$ cat src/rtl/mdu_pkg.sv
// Shared definitions for the iterative multiply/divide unit.
package mdu_pkg;

    // Default operand and HI/LO width; also the number of iterations.
    localparam int MDU_WIDTH = 32;

    // Operation encodings as presented on the Op port.
    typedef enum logic [1:0] {
        OP_MULT  = 2'b00,
        OP_MULTU = 2'b01,
        OP_DIV   = 2'b10,
        OP_DIVU  = 2'b11
    } mdu_op_e;

    // Sequencer states.
    typedef enum logic [1:0] {
        S_IDLE = 2'b00,
        S_CALC = 2'b01,
        S_FIX  = 2'b10
    } mdu_state_e;

    // Signed operations run the unsigned core on operand magnitudes.
    function automatic logic op_is_signed(input mdu_op_e op);
        return (op == OP_MULT) || (op == OP_DIV);
    endfunction

    function automatic logic op_is_div(input mdu_op_e op);
        return (op == OP_DIV) || (op == OP_DIVU);
    endfunction

endpackage

$ cat src/rtl/mdu_iter_core.sv
// Unsigned iteration datapath: a 2*WIDTH-bit {hi,lo} register pair plus the
// multiplicand/divisor. Each step either does one shift-add (multiply, lo
// holds the shrinking multiplier) or one restoring shift-subtract (divide, lo
// holds the dividend shifting out and the quotient shifting in).
module mdu_iter_core
    import mdu_pkg::*;
#(
    parameter int WIDTH = MDU_WIDTH
) (
    input  logic             Clock,
    input  logic             Reset,
    input  logic             load,
    input  logic             step,
    input  logic             is_div,
    input  logic [WIDTH-1:0] load_a,
    input  logic [WIDTH-1:0] load_b,
    output logic [WIDTH-1:0] acc_hi,
    output logic [WIDTH-1:0] acc_lo
);

    logic [WIDTH-1:0] hi_q, hi_d;
    logic [WIDTH-1:0] lo_q, lo_d;
    logic [WIDTH-1:0] b_q,  b_d;

    logic [WIDTH:0] sum;
    logic [WIDTH:0] shifted;
    logic [WIDTH:0] diff;

    // Datapath registers, cleared by the asynchronous reset.
    always_ff @(posedge Clock or posedge Reset) begin
        if (Reset) begin
            hi_q <= '0;
            lo_q <= '0;
            b_q  <= '0;
        end else begin
            hi_q <= hi_d;
            lo_q <= lo_d;
            b_q  <= b_d;
        end
    end

    // One iteration: load fresh operands, or advance multiply or divide by a bit.
    always_comb begin
        hi_d = hi_q;
        lo_d = lo_q;
        b_d  = b_q;
        // Carry-out lands in sum[WIDTH] and shifts down into hi.
        sum     = {1'b0, hi_q} + (lo_q[0] ? {1'b0, b_q} : {(WIDTH+1){1'b0}});
        // Partial remainder always stays below the divisor, so WIDTH+1 bits suffice.
        shifted = {hi_q, lo_q[WIDTH-1]};
        diff    = shifted - {1'b0, b_q};
        if (load) begin
            hi_d = '0;
            lo_d = load_a;
            b_d  = load_b;
        end else if (step) begin
            if (is_div) begin
                if (!diff[WIDTH]) begin
                    hi_d = diff[WIDTH-1:0];
                    lo_d = {lo_q[WIDTH-2:0], 1'b1};
                end else begin
                    hi_d = shifted[WIDTH-1:0];
                    lo_d = {lo_q[WIDTH-2:0], 1'b0};
                end
            end else begin
                hi_d = sum[WIDTH:1];
                lo_d = {sum[0], lo_q[WIDTH-1:1]};
            end
        end
    end

    assign acc_hi = hi_q;
    assign acc_lo = lo_q;

endmodule

$ cat src/rtl/mult_div_unit.sv
// Iterative MULT/MULTU/DIV/DIVU unit with architectural HI/LO registers.
// Sequencing, sign handling, divide-by-zero results and MTHI/MTLO live here;
// the unsigned per-bit arithmetic lives in mdu_iter_core.
module mult_div_unit
    import mdu_pkg::*;
#(
    parameter int WIDTH = MDU_WIDTH
) (
    input  logic             Clock,
    input  logic             Reset,
    input  logic             Start,
    input  logic [1:0]       Op,
    input  logic [WIDTH-1:0] OperandA,
    input  logic [WIDTH-1:0] OperandB,
    input  logic             HiWrite,
    input  logic             LoWrite,
    output logic             Busy,
    output logic             Done,
    output logic [WIDTH-1:0] Hi,
    output logic [WIDTH-1:0] Lo
);

    localparam int CNT_W = $clog2(WIDTH);

    mdu_state_e       state_q, state_d;
    mdu_op_e          op_q, op_d;
    logic [CNT_W-1:0] cnt_q, cnt_d;
    logic             neg_q, neg_d;          // product / quotient negation
    logic             rem_neg_q, rem_neg_d;  // remainder follows dividend sign
    logic             div_zero_q, div_zero_d;
    logic [WIDTH-1:0] dividend_q, dividend_d; // original OperandA for x/0
    logic [WIDTH-1:0] hi_q, hi_d;
    logic [WIDTH-1:0] lo_q, lo_d;
    logic             done_q, done_d;

    mdu_op_e          op_in;
    logic             a_neg, b_neg;
    logic [WIDTH-1:0] a_mag, b_mag;
    logic             core_load, core_step;
    logic [WIDTH-1:0] core_hi, core_lo;
    logic [2*WIDTH-1:0] prod_raw, prod_fix;
    logic [WIDTH-1:0] quot_fix, rem_fix;

    mdu_iter_core #(
        .WIDTH (WIDTH)
    ) u_core (
        .Clock  (Clock),
        .Reset  (Reset),
        .load   (core_load),
        .step   (core_step),
        .is_div (op_is_div(op_q)),
        .load_a (a_mag),
        .load_b (b_mag),
        .acc_hi (core_hi),
        .acc_lo (core_lo)
    );

    // Control and architectural registers; reset aborts any operation in flight.
    always_ff @(posedge Clock or posedge Reset) begin
        if (Reset) begin
            state_q    <= S_IDLE;
            op_q       <= OP_MULT;
            cnt_q      <= '0;
            neg_q      <= 1'b0;
            rem_neg_q  <= 1'b0;
            div_zero_q <= 1'b0;
            dividend_q <= '0;
            hi_q       <= '0;
            lo_q       <= '0;
            done_q     <= 1'b0;
        end else begin
            state_q    <= state_d;
            op_q       <= op_d;
            cnt_q      <= cnt_d;
            neg_q      <= neg_d;
            rem_neg_q  <= rem_neg_d;
            div_zero_q <= div_zero_d;
            dividend_q <= dividend_d;
            hi_q       <= hi_d;
            lo_q       <= lo_d;
            done_q     <= done_d;
        end
    end

    // Sequencer: accept work or MT writes in IDLE, iterate WIDTH times, then fix signs.
    always_comb begin
        state_d    = state_q;
        op_d       = op_q;
        cnt_d      = cnt_q;
        neg_d      = neg_q;
        rem_neg_d  = rem_neg_q;
        div_zero_d = div_zero_q;
        dividend_d = dividend_q;
        hi_d       = hi_q;
        lo_d       = lo_q;
        done_d     = 1'b0;
        core_load  = 1'b0;
        core_step  = 1'b0;

        op_in = mdu_op_e'(Op);
        a_neg = op_is_signed(op_in) & OperandA[WIDTH-1];
        b_neg = op_is_signed(op_in) & OperandB[WIDTH-1];
        a_mag = a_neg ? -OperandA : OperandA;
        b_mag = b_neg ? -OperandB : OperandB;

        prod_raw = {core_hi, core_lo};
        prod_fix = neg_q ? -prod_raw : prod_raw;
        quot_fix = neg_q ? -core_lo : core_lo;
        rem_fix  = rem_neg_q ? -core_hi : core_hi;

        case (state_q)
            S_IDLE: begin
                if (HiWrite) hi_d = OperandA;
                if (LoWrite) lo_d = OperandA;
                if (Start) begin
                    op_d       = op_in;
                    neg_d      = a_neg ^ b_neg;
                    rem_neg_d  = a_neg;
                    div_zero_d = (OperandB == '0);
                    dividend_d = OperandA;
                    cnt_d      = '0;
                    core_load  = 1'b1;
                    state_d    = S_CALC;
                end
            end
            S_CALC: begin
                core_step = 1'b1;
                cnt_d     = cnt_q + CNT_W'(1);
                if (cnt_q == CNT_W'(WIDTH - 1)) begin
                    cnt_d   = '0;
                    state_d = S_FIX;
                end
            end
            S_FIX: begin
                if (op_is_div(op_q)) begin
                    if (div_zero_q) begin
                        lo_d = '1;
                        hi_d = dividend_q;
                    end else begin
                        lo_d = quot_fix;
                        hi_d = rem_fix;
                    end
                end else begin
                    hi_d = prod_fix[2*WIDTH-1:WIDTH];
                    lo_d = prod_fix[WIDTH-1:0];
                end
                done_d  = 1'b1;
                state_d = S_IDLE;
            end
            default: state_d = S_IDLE;
        endcase
    end

    assign Busy = (state_q != S_IDLE);
    assign Done = done_q;
    assign Hi   = hi_q;
    assign Lo   = lo_q;

endmodule
$ cat config.mk
export PLATFORM = sky130hd
export DESIGN_NAME = mult_div_unit
export DESIGN_NICKNAME = d
export VERILOG_FILES = /design/src/rtl/mdu_pkg.sv /design/src/rtl/mdu_iter_core.sv /design/src/rtl/mult_div_unit.sv
export SDC_FILE = /design/constraint.sdc
export NUM_CORES = 1
export LEC_CHECK = 0
export BUFFER_PORTS_ARGS = -buffer_cell sky130_fd_sc_hd__buf_2
export CORE_MARGIN = 2
export CORE_UTILIZATION = 59
export CTS_CLUSTER_DIAMETER = 200
export CTS_CLUSTER_SIZE = 40
export DETAILED_ROUTE_END_ITERATION = 7
export GPL_ROUTABILITY_DRIVEN = 0
export PLACE_DENSITY = 0.79
export SYNTH_ARGS = -nofsm -noshare
export SYNTH_HDL_FRONTEND = slang
export SYNTH_HIERARCHICAL = 1
export SYNTH_SLANG_ARGS = --single-unit
$ cat constraint.sdc
create_clock -name Clock -period 7.1 [get_ports Clock]
set_input_delay 0.355 -clock Clock [delete_from_list [all_inputs] [get_ports Clock]]
set_output_delay 0.355 -clock Clock [all_outputs]
set_load 0.05 [all_outputs]
==> report_table.html, run 1 <==
<table>
<tr><th>Metric</th><th>Value</th></tr>
<tr><th colspan="2">Power and ir drop</th></tr>
<tr><td>Leak Pwr</td><td>0.00777 uW</td></tr>
<tr><td>Largest vdd supply drop</td><td>0.421 mV</td></tr>
<tr><td>Areal power density over the cells</td><td>543 nW/um2</td></tr>
<tr><th colspan="2">Cells and area</th></tr>
<tr><td>Post-layout net count</td><td>2,376</td></tr>
<tr><td>Total of fill cells in the finished design</td><td>2,565</td></tr>
<tr><td>Sequential standard cell area</td><td>5110 um2</td></tr>
<tr><td>Share of layout cells above drive strength 1</td><td>9.76%</td></tr>
<tr><td>Area occupied by multi-input gates</td><td>11,200 um2</td></tr>
<tr><td>Final design utilization</td><td>63.2%</td></tr>
<tr><td>Synth-to-layout area growth</td><td>5.72%</td></tr>
<tr><th colspan="2">Die</th></tr>
<tr><td>Starting density of the core</td><td>59.8%</td></tr>
<tr><td>Area of the placeable core</td><td>28,700 um2</td></tr>
<tr><td>Floorplan die height</td><td>175 um</td></tr>
<tr><td>Die area</td><td>30,500 um2</td></tr>
<tr><td>Die Wd</td><td>175 um</td></tr>
<tr><td>Top-level port count</td><td>137</td></tr>
<tr><td>Number of rows in the core area</td><td>62</td></tr>
<tr><th colspan="2">CTS</th></tr>
<tr><td>Number of clock buffers inserted by TritonCTS</td><td>9</td></tr>
<tr><td>Post-CTS setup repair buffer count</td><td>0</td></tr>
<tr><td>Max H-tree Level</td><td>1</td></tr>
<tr><td>Register clock-pin slew on the reported worst setup and hold paths</td><td>0.16 ns</td></tr>
<tr><td>CTS-repair resized insts</td><td>0</td></tr>
<tr><td>Clock tree from TritonCTS</td><td>yes</td></tr>
<tr><td>Number of buffers on the longest clock path</td><td>3</td></tr>
<tr><td>Root Buffer</td><td>clkbuf_16</td></tr>
<tr><td># clock sinks</td><td>204</td></tr>
<tr><td>Clock latency on the worst-skew pair</td><td>0.51 ns</td></tr>
<tr><th colspan="2">Timing</th></tr>
<tr><td>Setup repair after global routing missed its margin</td><td>false</td></tr>
<tr><td>Minimum clock period</td><td>4.03 ns</td></tr>
<tr><td>Final setup violation count</td><td>0</td></tr>
<tr><td>Worst clock skew on the final layout</td><td>0.0692 ns</td></tr>
<tr><td>Max-slew violation count</td><td>0</td></tr>
<tr><td>Hold Violations, Final</td><td>0</td></tr>
<tr><td>Transition time at the pin with the least slew margin</td><td>1.28 ns</td></tr>
<tr><td>Worst slew slack as a fraction of its limit</td><td>14.5%</td></tr>
<tr><td>Max Clock Freq</td><td>248 MHz</td></tr>
<tr><td>Final critical-path setup slack</td><td>3.07 ns</td></tr>
<tr><td>Summed negative setup slack over all endpoints</td><td>0 ns</td></tr>
<tr><td>Final period utilization</td><td>56.7%</td></tr>
<tr><th colspan="2">Detailed routing</th></tr>
<tr><td>Iteration count of the initial detailed-routing pass</td><td>6</td></tr>
<tr><td>Total Wirelength</td><td>55,100 um</td></tr>
<tr><td>Vias after detailed routing</td><td>17,600</td></tr>
<tr><td>DR vias/cell</td><td>6.72</td></tr>
<tr><td>Residual antenna-violating net count after detailed routing</td><td>0</td></tr>
<tr><td>Number of DRC markers in iteration 0</td><td>2,487</td></tr>
<tr><td>DRC viols</td><td>0</td></tr>
<tr><td>Wire length per cell</td><td>21.0 um</td></tr>
<tr><th colspan="2">Synthesis</th></tr>
<tr><td>Compound-gate portion of the synthesized area</td><td>26.0%</td></tr>
<tr><td>Fraction of synthesized area in multiplexers</td><td>3.80%</td></tr>
<tr><td>Post-synthesis share of cell area spent on xor and xnor gates</td><td>7.65%</td></tr>
<tr><td>Post-synth cell types</td><td>93</td></tr>
<tr><td>Commonest register cell after synthesis</td><td>dfrtp_1</td></tr>
<tr><td>Post-synthesis cell count</td><td>2,219</td></tr>
<tr><td>Area share of fa/ha/maj cells after synthesis</td><td>5.34%</td></tr>
<tr><td>Post-synth net total</td><td>2,362</td></tr>
<tr><td>Mean instance size in the synthesized netlist</td><td>7.73 um2</td></tr>
<tr><td>Summed instance area of the synthesized netlist</td><td>17,200 um2</td></tr>
<tr><td>Fraction of the yosys area taken by sequential cells</td><td>29.7%</td></tr>
<tr><td>Post-Synth Simple-Gate Area</td><td>22.3%</td></tr>
<tr><td>Flops &amp; latches, synth</td><td>204</td></tr>
<tr><td>Number of enable-type register cells in the synthesized netlist</td><td>0</td></tr>
<tr><td>Dominant combinational cell family by area after synthesis</td><td>compound AO/OA/AOI/OAI gates</td></tr>
<tr><td>Ys async rst share</td><td>100%</td></tr>
<tr><td>Yosys warning total</td><td>6</td></tr>
<tr><th colspan="2">Critical path</th></tr>
<tr><td>Most prevalent standard cell on the critical path</td><td>o21ai_1</td></tr>
<tr><td>Kind of cell adding the most delay to the critical path</td><td>compound AO/OA/AOI/OAI gates</td></tr>
<tr><td>Length in cells of the worst reg-to-reg path</td><td>13</td></tr>
<tr><td>Sum of buffers and inverters on the critical path</td><td>1</td></tr>
<tr><td>Setup crit end kind</td><td>flip-flop</td></tr>
<tr><td>Worst setup path class</td><td>reg -&gt; reg</td></tr>
<tr><td>Kind of start point of the critical path</td><td>flip-flop</td></tr>
<tr><td>Arrival time worst endpoint</td><td>4.38 ns</td></tr>
<tr><td>Destination of the worst register-to-register timing path</td><td>u_core/acc_hi[18]$_DFFE_PP0P_</td></tr>
<tr><td>Maximum cell stage delay along the critical path</td><td>1.02 ns</td></tr>
<tr><td>R2r startpoint</td><td>u_core/acc_lo[0]$_DFFE_PP0P_</td></tr>
<tr><td>Chain of cells forming the critical path</td><td>nand2_1, inv_1, ha_1, a21oi_1, o21ai_1, o31ai_1, o21ai_1, and2_1, o41ai_2, o311ai_1, o41ai_1, xor2_1, o221ai_1</td></tr>
<tr><td>Max FO, Critical Path</td><td>38</td></tr>
<tr><td>Data required time at the worst endpoint</td><td>7.45 ns</td></tr>
<tr><td>Standard cell with the maximum stage delay on the critical path</td><td>dfrtp_1</td></tr>
<tr><td>Flop2flop setup slack</td><td>3.07 ns</td></tr>
<tr><th colspan="2">Global route</th></tr>
<tr><td>Number of global-route vias before repair</td><td>16,200</td></tr>
<tr><td>Tot GR Track Use</td><td>35.5%</td></tr>
<tr><td>Total congestion overflow</td><td>0</td></tr>
<tr><td>Largest net degree at the start of global routing</td><td>84</td></tr>
<tr><td>Number of antenna violations at the first check in global routing</td><td>1</td></tr>
<tr><td>Wire length of the first global-routing pass</td><td>87,700 um</td></tr>
<tr><th colspan="2">Run status</th></tr>
<tr><td>Status</td><td>complete, no violations</td></tr>
<tr><th colspan="2">Hold path</th></tr>
<tr><td>Path category of the worst min-delay check</td><td>in -&gt; reg</td></tr>
<tr><td>Number of stages on the worst hold path</td><td>3</td></tr>
<tr><td>Beginning of the worst hold path</td><td>Op[1]</td></tr>
<tr><td>Hold Crit Endpoint</td><td>op_q[1]$_DFFE_PP0P_</td></tr>
<tr><th colspan="2">Placed design</th></tr>
<tr><td>Pre-CTS setup slack</td><td>3.17 ns</td></tr>
<tr><td>IO Port Bufs</td><td>136</td></tr>
<tr><td>Detailed placer's ending HPWL</td><td>39,700 um</td></tr>
<tr><th colspan="2">Job</th></tr>
<tr><td>Max capacitance violation total</td><td>0</td></tr>
</table>
==> repair_timing <==
item,4_1_cts,5_1_grt
endpoints found under the setup margin,0,0
hold buffers,1,0
endpoints found under the hold margin,64,0
==> cell usage after synthesis, types with 17 or more instances <==
| library cell | instances | share of area [%] |
|---|---|---|
| o21ai_0 | 227 | 6.6 |
| dfrtp_1 | 204 | 30 |
| nor3_1 | 58 | 1.7 |
| inv_1 | 68 | 1.5 |
| nor2b_1 | 25 | 0.91 |
| a31oi_1 | 22 | 0.80 |
| o22ai_1 | 39 | 1.4 |
| nor4_1 | 26 | 0.95 |
| and2_1 | 40 | 1.5 |
| nand2_1 | 315 | 6.9 |
| xor2_1 | 52 | 2.7 |
| xnor2_1 | 96 | 4.9 |
| or3_1 | 24 | 0.87 |
| nand3_1 | 28 | 0.82 |
| clkbuf_1 | 123 | 2.7 |
| or4_1 | 19 | 0.83 |
| nor2_1 | 160 | 3.5 |
| nand2b_1 | 25 | 0.91 |
| ha_1 | 70 | 5.1 |
| o221ai_1 | 17 | 0.87 |
| and3_1 | 22 | 0.80 |
| o31ai_1 | 34 | 1.5 |
| a21o_1 | 27 | 1.2 |
| mux2i_1 | 55 | 3.2 |
| a21oi_1 | 166 | 4.8 |
==> power breakdown <==
group | switching, uW | internal (uW) | total, uW
sequential | 875 | 1710 | 2580
combinational | 4070 | 2540 | 6610
clock | 406 | 242 | 648
total | 5360 | 4490 | 9840
==> flip-flops by register name, summed over array words and instances (netlist names) <==
register and count:
cnt_q 5, neg_q 1, Hi 32, u_core/b_q 32
dividend_q 32, rem_neg_q 1, u_core/acc_hi 32, u_core/acc_lo 32
Done 1, state_q 2, div_zero_q 1, Lo 32
op_q 1
==> worst register-to-register path, stage by stage (launching register included) <==
cell and delay (ns):
dfrtp_1 1.02, nand2_1 0.23, inv_1 0.11, ha_1 0.23, a21oi_1 0.21, o21ai_1 0.14
o31ai_1 0.40, o21ai_1 0.15, and2_1 0.22, o41ai_2 0.28, o311ai_1 0.19, o41ai_1 0.36
xor2_1 0.20, o221ai_1 0.14
==> through the flow <==
step | hold slack, ns | total power, uW | area [um2] | instances
after floorplan | 0.440 | 7440 | 17200 | 2219
after global placement | 0.405 | 8750 | 17900 | 2605
after detailed placement | 0.408 | 8990 | 17900 | 2605
after CTS | 0.0481 | 9650 | 18100 | 2617
after global routing | 0.0610 | 10500 | 18100 | 2618
final | 0.0394 | 9840 | 18100 | 2619
==> per-layer routing <==
| metal | up-vias | GRT usage, % | part of all wire, % |
|---|---|---|---|
| li1 | 8017 | - | - |
| met1 | 8243 | 48.0 | 40 |
| met2 | 1131 | 54.5 | 43 |
| met3 | 211 | 5.77 | 10 |
| met4 | 0 | 19.8 | 6.3 |
| met5 | - | 0 | 0 |
==> cell families (layout without fill, tap and decap cells) <==
logic type,after synthesis,count (layout)
compound gates,708,708
xor+xnor,149,149
fa+ha+maj,72,72
buf+inv,223,237
flops,204,204
mux,63,63
other cells,0,2
simple gates,800,800
==> layout by cell type, fill, tap and decap left out, types with 22 or more instances in the layout <==
master      n
a21o_1     27
a21oi_1   166
a31oi_1    22
and2_1     40
and3_1     22
buf_2     136
dfrtp_1   203
ha_1       70
inv_1      64
mux2i_1    55
nand2_1   315
nand2b_1   25
nand3_1    28
nor2_1    160
nor2b_1    25
nor3_1     58
nor4_1     26
o21ai_0   227
o22ai_1    39
o31ai_1    34
or3_1      24
xnor2_1    96
xor2_1     52
==> cell type report <==
type / count / share of cell area [%]
well taps: 384 / 2.65
diodes: 2 / 0.0276
clock buffers: 10 / 1.26
clock inverters: 1 / 0.166
inverters: 72 / 1.53
flip-flops and latches: 204 / 28.2
repair buffers: 154 / 4.51
multi-input cells: 1792 / 61.7
==> worst max-delay path by stage <==
| stage | from | endpoint | slack, ns | cells after the start |
|---|---|---|---|---|
| 2_1_floorplan | Reset | Done$_DFF_PP0_ | 3.90 | 1 |
| 3_3_place_gp | u_core/acc_lo[31]$_DFFE_PP0P_ | u_core/acc_hi[4]$_DFFE_PP0P_ | 3.30 | 14 |
| 3_5_place_dp | u_core/acc_lo[31]$_DFFE_PP0P_ | u_core/acc_hi[19]$_DFFE_PP0P_ | 3.17 | 14 |
| 4_1_cts | u_core/acc_lo[31]$_DFFE_PP0P_ | u_core/acc_hi[19]$_DFFE_PP0P_ | 3.14 | 14 |
| 5_1_grt | u_core/acc_lo[0]$_DFFE_PP0P_ | u_core/acc_hi[26]$_DFFE_PP0P_ | 2.74 | 13 |
| 6_report | u_core/acc_lo[0]$_DFFE_PP0P_ | u_core/acc_hi[18]$_DFFE_PP0P_ | 3.07 | 13 |
(Power assumes the default switching activity.)
==> inputs of run 2 (changes only) <==
--- a/config.mk
+++ b/config.mk
@@ -7,12 +7,12 @@
 export LEC_CHECK = 0
 export BUFFER_PORTS_ARGS = -buffer_cell sky130_fd_sc_hd__buf_2
 export CORE_MARGIN = 2
-export CORE_UTILIZATION = 59
+export CORE_UTILIZATION = 56
 export CTS_CLUSTER_DIAMETER = 200
 export CTS_CLUSTER_SIZE = 40
 export DETAILED_ROUTE_END_ITERATION = 7
 export GPL_ROUTABILITY_DRIVEN = 0
-export PLACE_DENSITY = 0.79
+export PLACE_DENSITY = 0.78
 export SYNTH_ARGS = -nofsm -noshare
 export SYNTH_HDL_FRONTEND = slang
 export SYNTH_HIERARCHICAL = 1
==> constraint.sdc (replaced) <==
create_clock -name Clock -period 3.4 [get_ports Clock]
set_input_delay 0.17 -clock Clock [delete_from_list [all_inputs] [get_ports Clock]]
set_output_delay 0.17 -clock Clock [all_outputs]
set_load 0.05 [all_outputs]
==> report_table.html, run 2 (synthesized netlist as in run 1, its figures left out) <==
<table>
<tr><th>Metric</th><th>Value</th></tr>
<tr><th colspan="2">Run status</th></tr>
<tr><td>Status</td><td>finished, violations left</td></tr>
<tr><td>Violated checks</td><td>DRC</td></tr>
<tr><th colspan="2">Timing</th></tr>
<tr><td>Setup repair after global routing missed its margin</td><td>true</td></tr>
<tr><td>Hold Violations, Final</td><td>0</td></tr>
<tr><td>Final period utilization</td><td>99.1%</td></tr>
<tr><td>Max Clock Freq</td><td>297 MHz</td></tr>
<tr><td>Final setup violation count</td><td>0</td></tr>
<tr><td>Final critical-path setup slack</td><td>0.0310 ns</td></tr>
<tr><td>Worst slew slack as a fraction of its limit</td><td>27.0%</td></tr>
<tr><td>Max-slew violation count</td><td>0</td></tr>
<tr><td>Transition time at the pin with the least slew margin</td><td>1.10 ns</td></tr>
<tr><td>Worst clock skew on the final layout</td><td>0.0764 ns</td></tr>
<tr><td>Summed negative setup slack over all endpoints</td><td>0 ns</td></tr>
<tr><td>Minimum clock period</td><td>3.37 ns</td></tr>
<tr><th colspan="2">Critical path</th></tr>
<tr><td>Max FO, Critical Path</td><td>6</td></tr>
<tr><td>Worst setup path class</td><td>reg -&gt; reg</td></tr>
<tr><td>Kind of start point of the critical path</td><td>flip-flop</td></tr>
<tr><td>Setup crit end kind</td><td>flip-flop</td></tr>
<tr><td>Data required time at the worst endpoint</td><td>3.81 ns</td></tr>
<tr><td>Arrival time worst endpoint</td><td>3.78 ns</td></tr>
<tr><th colspan="2">Global route</th></tr>
<tr><td>Total congestion overflow</td><td>0</td></tr>
<tr><td>Wire length of the first global-routing pass</td><td>92,300 um</td></tr>
<tr><td>Tot GR Track Use</td><td>36.8%</td></tr>
<tr><td>Number of antenna violations at the first check in global routing</td><td>0</td></tr>
<tr><td>Number of global-route vias before repair</td><td>17,100</td></tr>
<tr><td>Largest net degree at the start of global routing</td><td>107</td></tr>
<tr><th colspan="2">Die</th></tr>
<tr><td>Area of the placeable core</td><td>30,300 um2</td></tr>
<tr><td>Number of rows in the core area</td><td>64</td></tr>
<tr><td>Die Wd</td><td>179 um</td></tr>
<tr><td>Floorplan die height</td><td>179 um</td></tr>
<tr><td>Top-level port count</td><td>137</td></tr>
<tr><td>Starting density of the core</td><td>56.5%</td></tr>
<tr><td>Die area</td><td>32,100 um2</td></tr>
<tr><th colspan="2">CTS</th></tr>
<tr><td>Number of clock buffers inserted by TritonCTS</td><td>9</td></tr>
<tr><td>Clock latency on the worst-skew pair</td><td>0.51 ns</td></tr>
<tr><td>Number of buffers on the longest clock path</td><td>3</td></tr>
<tr><td>Register clock-pin slew on the reported worst setup and hold paths</td><td>0.15 ns</td></tr>
<tr><td>Max H-tree Level</td><td>1</td></tr>
<tr><td>Root Buffer</td><td>clkbuf_16</td></tr>
<tr><td>Clock tree from TritonCTS</td><td>yes</td></tr>
<tr><td># clock sinks</td><td>204</td></tr>
<tr><th colspan="2">Detailed routing</th></tr>
<tr><td>Number of DRC markers in iteration 0</td><td>2,292</td></tr>
<tr><td>Wire length per cell</td><td>21.6 um</td></tr>
<tr><td>Residual antenna-violating net count after detailed routing</td><td>0</td></tr>
<tr><td>Vias after detailed routing</td><td>18,400</td></tr>
<tr><td>Iteration count of the initial detailed-routing pass</td><td>8</td></tr>
<tr><td>Total Wirelength</td><td>60,400 um</td></tr>
<tr><td>DR vias/cell</td><td>6.60</td></tr>
<tr><td>DRC viols</td><td>2</td></tr>
<tr><th colspan="2">Cells and area</th></tr>
<tr><td>Share of layout cells above drive strength 1</td><td>14.8%</td></tr>
<tr><td>Total of fill cells in the finished design</td><td>2,563</td></tr>
<tr><td>Synth-to-layout area growth</td><td>15.0%</td></tr>
<tr><td>Leading cell type in the layout, fill and taps excluded</td><td>nand2_1</td></tr>
<tr><td>Highest-count cells in the layout ignoring fill and taps</td><td>nand2_1, o21ai_0, dfrtp_1, a21oi_1, nor2_1</td></tr>
<tr><td>Post-layout net count</td><td>2,540</td></tr>
<tr><td>Count of antenna diodes in the layout</td><td>0</td></tr>
<tr><td>Final design instance area without fill</td><td>19,700 um2</td></tr>
<tr><th colspan="2">Power and ir drop</th></tr>
<tr><td>Leak Pwr</td><td>0.00856 uW</td></tr>
<tr><td>Areal power density over the cells</td><td>1130 nW/um2</td></tr>
<tr><td>Largest vdd supply drop</td><td>0.643 mV</td></tr>
<tr><th colspan="2">Placed design</th></tr>
<tr><td>Detailed placer's ending HPWL</td><td>43,500 um</td></tr>
<tr><td>IO Port Bufs</td><td>136</td></tr>
<tr><td>Pre-CTS setup slack</td><td>-0.0923 ns</td></tr>
<tr><td>Placement Cell Area</td><td>18,600 um2</td></tr>
<tr><th colspan="2">Job</th></tr>
<tr><td>Max capacitance violation total</td><td>0</td></tr>
<tr><th colspan="2">Hold path</th></tr>
<tr><td>Path category of the worst min-delay check</td><td>in -&gt; reg</td></tr>
</table>
==> run 2: what timing repair did <==
item | in CTS | in global routing
cloned | 1 | 0
setup buffers | 6 | 9
resized for setup | 3 | 41
endpoints found under the setup margin | 6 | 35
hold buffers | 56 | 0
hold endpoints to repair | 175 | 0
pin swaps | 0 | 19
==> run 2: worst paths after layout <==
path,endpoint,slack (ns),depth (start not counted),from
worst min register to register,Lo[27]$_DFFE_PP0P_,0.49,2,Lo[27]$_DFFE_PP0P_
worst max-delay path,u_core/acc_hi[28]$_DFFE_PP0P_,0.03,13,u_core/acc_lo[0]$_DFFE_PP0P_
max in group asynchronous,u_core/acc_hi[18]$_DFFE_PP0P_,2.11,4,Reset
worst max register to register,u_core/acc_hi[28]$_DFFE_PP0P_,0.03,13,u_core/acc_lo[0]$_DFFE_PP0P_
min in group asynchronous,Lo[28]$_DFFE_PP0P_,0.38,3,Reset
worst min-delay path,u_core/b_q[11]$_DFFE_PP0P_,0.01,4,OperandB[11]
==> run 2: power by group <==
part           leakage, uW  internal [uW]  switching (uW)
combinational      0.00591           6360            9890
sequential         0.00252           3580            1200
clock             0.000123            505             853
==> run 2: final cells by class <==
class / instances / area [um2] / share of cell area (%)
Inverter: 72 / 278 / 1.41
Timing Repair Buffer: 318 / 2210 / 11.2
Tap cell: 396 / 495 / 2.51
Clock buffer: 10 / 229 / 1.16
Sequential cell: 204 / 5110 / 25.9
Multi-Input combinational cell: 1792 / 11400 / 57.7
Clock inverter: 1 / 30.0 / 0.152
==> run 2: worst max-delay path: stages (launching register included) <==
cell and delay (ns):
dfrtp_2 0.51, buf_6 0.16, and2_1 0.16, ha_4 0.24, a2111oi_2 0.37, o21ai_0 0.16
o21ai_1 0.14, o211ai_1 0.26, a2111oi_4 0.47, o31ai_2 0.15, nand3_1 0.14, a21oi_2 0.07
xor2_1 0.15, a221o_1 0.30
==> run 2: per-stage QoR <==
stage	utilization, %	hold WS (ns)	cells	total power, uW
after CTS	64.3	0.00169	2785	21500
after global placement	61.3	0.377	2711	19200
after global routing	65.0	0.0245	2793	23700
after floorplan	-	0.259	2219	15500
final	65.0	0.0112	2793	22400
after detailed placement	61.3	0.389	2711	19700
==> run 2: layer usage <==
layer | share of wire, % | vias to the layer above | track usage (%)
li1 | - | 8334 | -
met1 | 37 | 8578 | 46.6
met2 | 44 | 1210 | 58.7
met3 | 12 | 323 | 6.81
met4 | 7.0 | 0 | 21.5
met5 | 0 | - | 0
